`config.mk`:
```
export PLATFORM = sky130hd
export DESIGN_NAME = uart_time_msg_sched
export DESIGN_NICKNAME = d
export VERILOG_FILES = /design/src/rtl/uart_time_msg_sched.sv
export SDC_FILE = /design/constraint.sdc
export NUM_CORES = 1
export LEC_CHECK = 0
export ABC_AREA = 1
export CAP_MARGIN = 15
export CELL_PAD_IN_SITES_DETAIL_PLACEMENT = 0
export CELL_PAD_IN_SITES_GLOBAL_PLACEMENT = 1
export CORE_UTILIZATION = 46
export CTS_CLUSTER_DIAMETER = 40
export DETAILED_ROUTE_END_ITERATION = 16
export GPL_TIMING_DRIVEN = 1
export PLACE_DENSITY_LB_ADDON = 0.1
export SYNTH_ARGS = -nofsm -noshare
export SYNTH_HDL_FRONTEND = slang
export SYNTH_SLANG_ARGS = --single-unit
```
`constraint.sdc`:
```
create_clock -name clk -period 2.55 [get_ports clk]
set_input_delay 0.765 -clock clk [delete_from_list [all_inputs] [get_ports clk]]
set_output_delay 0.765 -clock clk [all_outputs]
set_load 0.02 [all_outputs]
```
`src/rtl/uart_time_msg_sched.sv`:
```
// rtl/uart_time_msg_sched.sv - formats BCD time snapshots as "HH:MM:SS\r\n" and paces bytes into uart_tx
module uart_time_msg_sched #(
    parameter int CLK_FREQ  = 24000000,
    parameter int UART_BPS  = 115200,
    parameter int GAP_EXTRA = 2
) (
    input  logic       clk,
    input  logic       rst_n,
    input  logic       time_vld,
    input  logic [7:0] hour,
    input  logic [7:0] min,
    input  logic [7:0] sec,
    output logic [7:0] tx_data,
    output logic       tx_start,
    output logic       busy,
    output logic       done,
    output logic       dropped
);
    localparam int PERIOD       = CLK_FREQ / UART_BPS;
    localparam int FRAME_CYCLES = 10 * PERIOD + GAP_EXTRA;
    localparam int TW           = $clog2(FRAME_CYCLES);
    localparam logic [TW-1:0] TIMER_LOAD = TW'(FRAME_CYCLES - 1);

    typedef enum logic [1:0] {IDLE, SEND, WAIT} state_t;

    state_t          state_q, state_d;
    logic [3:0]      idx_q, idx_d;
    logic [TW-1:0]   timer_q, timer_d;
    logic [23:0]     act_q, act_d;
    logic [23:0]     pend_q, pend_d;
    logic            pend_vld_q, pend_vld_d;
    logic [7:0]      tx_data_q, tx_data_d;
    logic            tx_start_q, tx_start_d;
    logic            busy_q, busy_d;
    logic            done_q, done_d;
    logic            dropped_q, dropped_d;
    logic [23:0]     snap;

    function automatic logic [7:0] ascii_digit(input logic [3:0] n);
        return (n < 4'd10) ? (8'h30 + {4'h0, n}) : 8'h3F;
    endfunction

    function automatic logic [7:0] msg_byte(input logic [23:0] t, input logic [3:0] i);
        logic [7:0] b;
        case (i)
            4'd0:    b = ascii_digit(t[23:20]);
            4'd1:    b = ascii_digit(t[19:16]);
            4'd3:    b = ascii_digit(t[15:12]);
            4'd4:    b = ascii_digit(t[11:8]);
            4'd6:    b = ascii_digit(t[7:4]);
            4'd7:    b = ascii_digit(t[3:0]);
            4'd8:    b = 8'h0D;
            4'd9:    b = 8'h0A;
            default: b = 8'h3A;
        endcase
        return b;
    endfunction

    assign snap = {hour, min, sec};

    always_comb begin
        state_d    = state_q;
        idx_d      = idx_q;
        timer_d    = timer_q;
        act_d      = act_q;
        pend_d     = pend_q;
        pend_vld_d = pend_vld_q;
        tx_data_d  = tx_data_q;
        tx_start_d = 1'b0;
        busy_d     = busy_q;
        done_d     = 1'b0;
        dropped_d  = 1'b0;

        // While a message is in flight, snapshots go to the single pending slot
        if (time_vld && state_q != IDLE) begin
            pend_d     = snap;
            pend_vld_d = 1'b1;
            dropped_d  = pend_vld_q;
        end

        case (state_q)
            IDLE: begin
                if (pend_vld_q || time_vld) begin
                    act_d      = pend_vld_q ? pend_q : snap;
                    pend_vld_d = pend_vld_q && time_vld;
                    if (pend_vld_q && time_vld) begin
                        pend_d = snap;
                    end
                    state_d    = SEND;
                    idx_d      = 4'd0;
                    timer_d    = TIMER_LOAD;
                    tx_start_d = 1'b1;
                    tx_data_d  = msg_byte(pend_vld_q ? pend_q : snap, 4'd0);
                    busy_d     = 1'b1;
                end
            end
            SEND: begin
                timer_d = timer_q - 1'b1;
                state_d = WAIT;
            end
            WAIT: begin
                if (timer_q != '0) begin
                    timer_d = timer_q - 1'b1;
                end else if (idx_q != 4'd9) begin
                    idx_d      = idx_q + 4'd1;
                    state_d    = SEND;
                    timer_d    = TIMER_LOAD;
                    tx_start_d = 1'b1;
                    tx_data_d  = msg_byte(act_q, idx_q + 4'd1);
                end else begin
                    // A pending snapshot keeps busy high across the done cycle
                    done_d  = 1'b1;
                    state_d = IDLE;
                    busy_d  = pend_vld_q || time_vld;
                end
            end
            default: state_d = IDLE;
        endcase
    end

    always_ff @(posedge clk or negedge rst_n) begin
        if (!rst_n) begin
            state_q    <= IDLE;
            idx_q      <= 4'd0;
            timer_q    <= '0;
            act_q      <= 24'h0;
            pend_q     <= 24'h0;
            pend_vld_q <= 1'b0;
            tx_data_q  <= 8'h00;
            tx_start_q <= 1'b0;
            busy_q     <= 1'b0;
            done_q     <= 1'b0;
            dropped_q  <= 1'b0;
        end else begin
            state_q    <= state_d;
            idx_q      <= idx_d;
            timer_q    <= timer_d;
            act_q      <= act_d;
            pend_q     <= pend_d;
            pend_vld_q <= pend_vld_d;
            tx_data_q  <= tx_data_d;
            tx_start_q <= tx_start_d;
            busy_q     <= busy_d;
            done_q     <= done_d;
            dropped_q  <= dropped_d;
        end
    end

    assign tx_data  = tx_data_q;
    assign tx_start = tx_start_q;
    assign busy     = busy_q;
    assign done     = done_q;
    assign dropped  = dropped_q;
endmodule
```
==> results of run 1 <==
-- critical path, cell delays in order, from the launching register on --
cell     delay [ps]
dfrtp_1         510
ha_1            500
xor2_2          400
nor2_1          140
nand3_1          90
nand2_1          50
nor2_1          160
nand2_1          90
nand2_1          90
a21oi_2          50
-- worst paths after layout --
path,slack (ps),depth (start not counted),from,endpoint
max,360,9,idx_q[0]$_DFFE_PN0P_,tx_data[2]$_DFFE_PN0P_
min,360,1,rst_n,pend_q[0]$_DFF_PN0_
max reg2reg,360,9,idx_q[0]$_DFFE_PN0P_,tx_data[2]$_DFFE_PN0P_
min reg2reg,500,2,busy$_DFFE_PN0P_,busy$_DFFE_PN0P_
max in group asynchronous,1600,2,rst_n,act_q[22]$_DFFE_PN0P_
min in group clk,500,2,busy$_DFFE_PN0P_,busy$_DFFE_PN0P_
-- layer usage --
metal / up-vias / wire [um] / part of all wire, %
met4: 0 / 104 / 1.1
li1: 1844 / - / -
met5: - / 0 / 0
met2: 48 / 4120 / 44
met3: 8 / 219 / 2.4
met1: 1656 / 4840 / 52
-- layout make-up --
type                    count  area, um2
fillers                   849       3880
multi-input cells         377       1980
flip-flops and latches     76       1900
repair buffers             47        465
inverters                  73        279
clock buffers              11        151
well taps                 108        135
clock inverters             5       60.1
-- cell families (layout without fill, tap and decap cells) --
group / Yosys count / after routing / synth area share (%)
buffers and inverters: 97 / 136 / 9.64
DFF: 76 / 76 / 44.4
adders and majority gates: 10 / 10 / 2.92
muxes: 1 / 1 / 0.263
and+or+nand+nor: 238 / 238 / 24.9
other: 1 / 2 / 0.0875
xor gates and xnor gates: 9 / 9 / 2.19
AOI/OAI and AO/OA: 117 / 117 / 15.6
-- synthesized netlist by cell type, types with 2 or more instances --
cell type / number
nand2_1: 111
o211ai_1: 20
dfrtp_1: 76
nor2_1: 68
nand3_1: 17
a21oi_2: 3
nor2_4: 2
ha_1: 10
a21oi_1: 31
nand4_1: 20
buf_2: 8
inv_4: 2
xor2_1: 4
o21ai_0: 53
nor3_1: 4
or2_1: 2
inv_1: 70
buf_6: 2
xnor2_1: 3
buf_4: 5
clkbuf_1: 8
o21ai_1: 4
o22ai_1: 2
nand2_2: 3
nand3_2: 2
nor2_2: 3
-- stage by stage --
| stage | util, % | setup slack [ps] | total power [uW] | cell area (um2) | hold WS (ps) |
|---|---|---|---|---|---|
| detailed placement | 53.8 | 203 | 5060 | 4760 | 475 |
| floorplan | - | 816 | 4210 | 4290 | 453 |
| finish | 56.2 | 364 | 5990 | 4970 | 355 |
| CTS | 56.2 | 390 | 6050 | 4970 | 371 |
| global route | 56.2 | 170 | 6580 | 4970 | 378 |
| global placement | 53.8 | 255 | 4990 | 4760 | 475 |
-- registers in the layout, summed over array words and instances, names as in the netlist --
register,flops
act_q,24
busy,1
done,1
dropped,1
idx_q,4
pend_q,24
pend_vld_q,1
state_q,2
timer_q,12
tx_data,5
tx_start,1
-- power by group --
part | internal (uW) | total, uW | switching [uW]
Combinational | 1110 | 2930 | 1830
Clock | 507 | 974 | 466
Sequential | 1750 | 2080 | 332
-- layout by cell type (no fill, tap or decap), drive strengths merged --
master,synthesis,routed
o211ai,20,20
a31oi,1,1
conb,1,2
a21oi,34,34
ha,10,10
o31ai,1,1
nand4,21,21
clkdlybuf4s50,0,35
clkinv,0,3
inv,73,73
xor2,5,5
nand3b,1,1
xnor2,4,4
bufinv,0,1
o21ai,58,58
nand3,19,19
a32o,1,1
buf,16,12
clkbuf,8,11
o22ai,2,2
nor3,4,4
dfrtp,76,76
nor2,73,73
and2,1,1
or2,4,4
nand2,115,115
clkinvlp,0,1
mux2,1,1
==> impl_metrics.ini, run 1 <==
[outcome]
outcome = finished, final reports clean

[floorplan]
io_pins = 39
die_x_um = 98.5
start_util_pct = 48.4
die_h_um = 98.5
placementRows = 34
core_um2 = 8850
die_area_um2 = 9700

[timing]
drv_slew = 0
finalSetupTns_ps = 0
fmax_ghz = 0.457
fin_crit_ps = 2190
finClkSkew_ps = 9.20
setup_violations = 0
finalHoldViolCount = 0
grt_setup_unrepaired = false
period_share_pct = 85.7

[final_layout]
stdcell_count = 697
diodes = 0
syn_to_final_growth_pct = 16.0
nNetsFinal = 621
layout-drive-gt1-share_pct = 9.00

[synth]
yosysTopAreaCell = dfrtp_1
yosys_warnings = 0
yosys-top-cells-area = dfrtp_1, nand2_1, o21ai_0
async_flop_share_pct = 100
synth_top_area_share_pct = 44.4
synth-seq-cells = 76
syn_area_um2 = 4280
yosysUniqueCellTypes = 42
syn_inst = 549
synth_edf_count = 0
syn_avg_cell_area_um2 = 7.80
ys_seq_area_share_pct = 44.4
synth_ff_type = dfrtp_1

[cts]
cts-buffers-inserted = 9
cts_sinks = 76
ctsHoldBuffers = 0
post_cts_resized = 0
clkTransAtPathRegs_ps = 80
h-tree-depth = 3
clock_latency_ps = 350
cts.root.buffer_cell = clkbuf_8
tritoncts = yes
post-cts-setup-buffers = 0
clk_path_buf_depth = 2

[grt]
grt_max_degree = 46
grtUsageMet3_pct = 3.48
busiest_layer = met2
antenna_found_initial = 0
grt_use_met1_pct = 29.6
gr-usage-met2_pct = 34.0
grt_pass1_vias = 3441
grt_pass1_wl_um = 16200
grt-ovfl-total = 0
track_usage_pct = 21.1

[place]
gp_congestion = 0.873
dp_cells = 681
io_buffers = 36
dp_hpwl_um = 6720

[pwr]
power.density_nw_per_um2 = 1210
vdd_drop_max_mv = 0.453
p_leak_uw = 0.00235

[route]
drt_iter0_drc = 139
drt-total-wl_um = 9280
vias = 3556
drcViolationCount = 0
ant_nets = 0
wl_per_cell_um = 13.3
viasPerCell = 5.10
first_pass_iters = 6

[worst_setup_path]
cp-end-kind = flop
critPathRequiredTime_ps = 2790
critical_path_class = flop to flop
cp-start-kind = flop
path_max_fanout = 9
worst_ep_arrival_time_ps = 2430

[min_path]
min_path_type = primary input to async pin

[job]
drv_cap = 0
(Power assumes the default switching activity.)
==> run 2, diff against run 1 <==
--- a/config.mk
+++ b/config.mk
@@ -12,8 +12,8 @@
 export CORE_UTILIZATION = 46
 export CTS_CLUSTER_DIAMETER = 40
 export DETAILED_ROUTE_END_ITERATION = 16
-export GPL_TIMING_DRIVEN = 1
 export PLACE_DENSITY_LB_ADDON = 0.1
+export SETUP_SLACK_MARGIN = 0.4
 export SYNTH_ARGS = -nofsm -noshare
 export SYNTH_HDL_FRONTEND = slang
 export SYNTH_SLANG_ARGS = --single-unit
==> run 2 against run 1 <==
  * Combinational power about the same
  * Via count unchanged
  * Sequential share of layout area decreased by 0.22 points
  * Register-to-register slack improved by 210 ps
  * Sequential cell count unchanged
  * Highest routed layer unchanged
  * Largest cell class unchanged
  * Setup slack improved by 98 ps
==> impl_metrics.ini, run 2 (synthesis gave the netlist of run 1 again) <==
[route]
vias = 3556
drt-total-wl_um = 9250
viasPerCell = 5.10
ant_nets = 0
drcViolationCount = 0
drt_iter0_drc = 121
first_pass_iters = 6
wl_per_cell_um = 13.3

[worst_setup_path]
path_max_fanout = 3
critPathBufInv = 1
critPathRequiredTime_ps = 1790
rrSetupSlack_ps = 570
reg2reg_from = idx_q[1]$_DFFE_PN0P_
worst_ep_arrival_time_ps = 1320
critPathTopFamily = buffers and inverters
cp-end-kind = primary output
path_cells = clkdlybuf4s50_1
critical_path_class = flop to primary output
reg2reg_depth = 11
reg2reg_to = tx_data[0]$_DFFE_PN0P_
slowest_delay_ps = 600
cp-start-kind = flop
crit_slowest_cell = clkdlybuf4s50_1

[place]
dp_hpwl_um = 6720
gp_congestion = 0.873
io_buffers = 36
dp_cells = 681

[grt]
grt_pass1_vias = 3441
track_usage_pct = 21.1
grt-ovfl-total = 0
grt_max_degree = 46
grt_pass1_wl_um = 16200
antenna_found_initial = 0

[timing]
finClkSkew_ps = 9.49
fin_crit_ps = 2090
finalHoldViolCount = 0
setup_violations = 0
grt_setup_unrepaired = false
fmax_ghz = 0.479
finalSetupTns_ps = 0
period_share_pct = 81.9
drv_slew = 0

[pwr]
sequentialPowerShare_pct = 34.8
p_leak_uw = 0.00235
switchingPower_uw = 2620
power.density_nw_per_um2 = 1200
p_clk_share_pct = 16.2
vdd_drop_max_mv = 0.453
power_frac_comb_pct = 49.0
p_total_uw = 5990
p_int_uw = 3370
switching_share_pct = 43.8

[cts]
ctsHoldBuffers = 0
h-tree-depth = 3
cts.root.buffer_cell = clkbuf_8
clk_path_buf_depth = 2
clock_latency_ps = 350
cts_sinks = 76
tritoncts = yes
clkTransAtPathRegs_ps = 80
cts-buffers-inserted = 9

[floorplan]
placementRows = 34
die_h_um = 98.5
io_pins = 39
start_util_pct = 48.4
die_x_um = 98.5
core_um2 = 8850
die_area_um2 = 9700

[final_layout]
nNetsFinal = 621
syn_to_final_growth_pct = 16.8
stdcell_count = 697
reg_top3 = act_q: 24 flops, pend_q: 24 flops, timer_q: 12 flops
diodes = 0
layout-drive-gt1-share_pct = 9.85
nFillCells = 849
mostFrequentLayoutCells = nand2_1, dfrtp_1, inv_1, nor2_1, o21ai_0
final_common_cell = nand2_1

[job]
drv_cap = 0

[outcome]
outcome = finished, final reports clean

[min_path]
min_path_type = primary input to async pin
-- run 2: changes by cell type in the layout (fill, tap and decap cells not counted), sizes merged --
cell           change
dlymetal6s2s       +1
clkdlybuf4s50      -1
-- run 2: final cells by class --
type	instances	area (um2)	area share, %
Inverter	73	279	5.58
Sequential cell	76	1900	38.1
Clock inverter	5	60.1	1.20
Tap cell	108	135	2.70
Timing Repair Buffer	47	468	9.35
Clock buffer	11	151	3.03
Multi-Input combinational cell	377	2010	40.1
-- run 2: metrics by stage --
stage / setup WS [ps] / hold WS [ps] / utilization (%) / area (um2)
4_1_cts: 428 / 371 / 56.2 / 4970
5_1_grt: 403 / 378 / 56.5 / 5000
2_1_floorplan: 816 / 453 / - / 4290
3_5_place_dp: 203 / 475 / 53.8 / 4760
3_3_place_gp: 255 / 475 / 53.8 / 4760
6_report: 462 / 357 / 56.5 / 5000
-- run 2: timing repair --
item	4_1_cts	5_1_grt
endpoints found under the hold margin	0	0
setup endpoints to repair	2	8
resized for setup	1	7
setup buffers	0	0
-- run 2: worst max-delay path by stage --
stage | from | to | slack (ps) | cells past startpoint
after global placement | time_vld | timer_q[11]$_DFFE_PN0P_ | 250 | 8
after CTS | tx_data[4]$_DFFE_PN0P_ | tx_data[4] | 430 | 1
after detailed placement | time_vld | tx_data[0]$_DFFE_PN0P_ | 200 | 8
final | tx_data[4]$_DFFE_PN0P_ | tx_data[5] | 460 | 1
after floorplan | idx_q[0]$_DFFE_PN0P_ | tx_data[1]$_DFFE_PN0P_ | 820 | 11
after global routing | tx_data[4]$_DFFE_PN0P_ | tx_data[5] | 400 | 1
-- run 2: power by group through the flow --
stage	registers [uW]	logic, uW	clock network [uW]
after detailed placement	2110	2950	0
after global routing	2160	3370	1060
after floorplan	2080	2130	0
after global placement	2090	2900	0
after CTS	2080	2970	1000
final	2090	2930	971
-- run 2: layer usage --
layer	vias up	share of wire [%]	GRT usage [%]
met5	-	0	0
met1	1652	52	29.6
met2	51	45	34.0
li1	1844	-	-
met4	0	1.1	5.86
met3	9	2.3	3.48
==> run 3, diff against run 2 <==
--- a/config.mk
+++ b/config.mk
@@ -9,7 +9,7 @@
 export CAP_MARGIN = 15
 export CELL_PAD_IN_SITES_DETAIL_PLACEMENT = 0
 export CELL_PAD_IN_SITES_GLOBAL_PLACEMENT = 1
-export CORE_UTILIZATION = 46
+export CORE_UTILIZATION = 43
 export CTS_CLUSTER_DIAMETER = 40
 export DETAILED_ROUTE_END_ITERATION = 16
 export PLACE_DENSITY_LB_ADDON = 0.1
==> constraint.sdc (replaced) <==
create_clock -name clk -period 2.1 [get_ports clk]
set_input_delay 0.63 -clock clk [delete_from_list [all_inputs] [get_ports clk]]
set_output_delay 0.63 -clock clk [all_outputs]
set_load 0.02 [all_outputs]
==> run 3 against run 2 <==
  * Setup slack got worse by 99 ps
  * Global-route usage fell by 0.29 points
  * Combinational power grew 48%
  * Sequential cell count unchanged
  * Sequential share of layout area fell by 4.1 points
  * Register-to-register slack worse by 210 ps
==> impl_metrics.ini, run 3 (synthesis gave the netlist of run 1 again) <==
[worst_setup_path]
crit_top_cell = nand2_1
critPathBufInv = 2
critPathRequiredTime_ps = 2350
critical_path_class = flop to flop
slowest_delay_ps = 420
critPathTopFamily = simple AND/OR/NAND/NOR gates
worst_ep_arrival_time_ps = 1980
path_cells = buf_6, nand4_1, buf_4, nand2_4, nand4_1, nand2_1, nor2_1, nand2_1, o21ai_2, nand2_1
cp-start-kind = flop
path_max_fanout = 11
cp-end-kind = flop
crit_slowest_cell = dfrtp_1

[final_layout]
multi_input_area_um2 = 2240
seq_area_um2 = 1910
nNetsFinal = 664
reg_top3 = act_q: 24 flops, pend_q: 24 flops, timer_q: 12 flops
diodes = 0
layout-drive-gt1-share_pct = 21.7
syn_to_final_growth_pct = 30.9
nFillCells = 923
final_common_cell = nand2_1
mostFrequentLayoutCells = nand2_1, dfrtp_1, inv_1, nor2_1, o21ai_0

[cts]
clock_latency_ps = 360
cts-buffers-inserted = 9
clk_path_buf_depth = 2
ctsHoldBuffers = 0
tritoncts = yes
cts_sinks = 76
clkTransAtPathRegs_ps = 80
h-tree-depth = 3
cts.root.buffer_cell = clkbuf_8

[timing]
fin_crit_ps = 1740
drv_slew = 0
finClkSkew_ps = 7.20
period_share_pct = 82.7
worst_hold_slack_ps = 215
setup_violations = 0
layout_setup_ws_ps = 362
fmax_ghz = 0.576
finalHoldViolCount = 0
grt_setup_unrepaired = true

[place]
dp_hpwl_um = 7090
gp_congestion = 0.841
post-place-ws_ps = -17.5
io_buffers = 36

[route]
wl_per_cell_um = 14.2
drt-total-wl_um = 10900
viasPerCell = 4.98
drt_iter0_drc = 214
ant_nets = 0
drcViolationCount = 0
first_pass_iters = 4
vias = 3806

[outcome]
outcome = finished, final reports clean

[pwr]
p_total_uw = 7960
power.density_nw_per_um2 = 1420
p_leak_uw = 0.00261
vdd_drop_max_mv = 0.696

[grt]
antenna_found_initial = 0
grt_pass1_vias = 3333
grt_pass1_wl_um = 16500
grt-ovfl-total = 0
track_usage_pct = 20.8
grt_max_degree = 45

[floorplan]
placementRows = 36
start_util_pct = 44.0
io_pins = 39
die_x_um = 102
die_area_um2 = 10400
die_h_um = 102
core_um2 = 9730

[job]
drv_cap = 0

[min_path]
min_path_type = primary input to async pin
-- run 3: cell types whose count changed in the layout (fill, tap and decap cells not counted), sizes merged --
| cell | delta |
|---|---|
| buf | +37 |
| bufinv | -1 |
| clkbuf | +10 |
| clkdlybuf4s15 | +3 |
| clkdlybuf4s50 | -10 |
| clkinv | -2 |
| clkinvlp | +1 |
| dlygate4sd2 | +2 |
| nand2 | +3 |
-- run 3: area by class of cell --
cell class / count / area share (%)
clock buffers: 13 / 3.01
clock inverters: 3 / 0.357
inverters: 73 / 5.02
multi-input cells: 380 / 40.0
flip-flops and latches: 76 / 34.0
well taps: 133 / 2.97
repair buffers: 87 / 14.7
-- run 3: per-stage QoR --
| step | TNS [ps] | std cells | utilization, % | cell area [um2] |
|---|---|---|---|---|
| 2_1_floorplan | 0 | 550 | - | 4300 |
| 3_3_place_gp | 0 | 718 | 50.3 | 4890 |
| 3_5_place_dp | -85.0 | 718 | 50.3 | 4890 |
| 4_1_cts | 0 | 739 | 53.8 | 5230 |
| 5_1_grt | 0 | 765 | 57.7 | 5610 |
| 6_report | 0 | 765 | 57.7 | 5610 |
-- run 3: path summary, 6_finish.rpt --
path / start / slack (ps) / cells after the start / to
hold reg to reg: tx_data[3]$_DFFE_PN0P_ / 480 / 2 / tx_data[3]$_DFFE_PN0P_
max in group asynchronous: rst_n / 1300 / 2 / timer_q[4]$_DFFE_PN0P_
setup / recovery: idx_q[0]$_DFFE_PN0P_ / 360 / 10 / tx_data[1]$_DFFE_PN0P_
min in group clk: tx_data[3]$_DFFE_PN0P_ / 480 / 2 / tx_data[3]$_DFFE_PN0P_
setup reg to reg: idx_q[0]$_DFFE_PN0P_ / 360 / 10 / tx_data[1]$_DFFE_PN0P_
hold / removal: rst_n / 210 / 1 / pend_q[0]$_DFF_PN0_
-- run 3: timing repair --
| item | in CTS | in global routing |
|---|---|---|
| setup buffers | 5 | 19 |
| endpoints found under the setup margin | 53 | 77 |
| resized for setup | 46 | 46 |
| pin swaps | 7 | 13 |
| cloned | 0 | 7 |
-- run 3: per-layer routing --
metal | track usage (%) | vias to the layer above | wire, um
met5 | 0 | - | 0
met4 | 6.92 | 0 | 149
met3 | 3.69 | 13 | 384
met2 | 31.6 | 64 | 4870
met1 | 30.2 | 1783 | 5480
li1 | - | 1946 | -
-- run 3: worst reg2reg max path, stage by stage, from the launching register on --
cell	delay, ps
dfrtp_1	420
buf_6	160
nand4_1	190
buf_4	180
nand2_4	100
nand4_1	110
nand2_1	50
nor2_1	90
nand2_1	100
o21ai_2	170
nand2_1	60
-- run 3: report_power, final --
part	switching, uW	internal (uW)	leakage (uW)
registers	430	2130	0.000909
clock network	546	525	0.0000917
logic	2540	1790	0.00161
total	3510	4440	0.00261
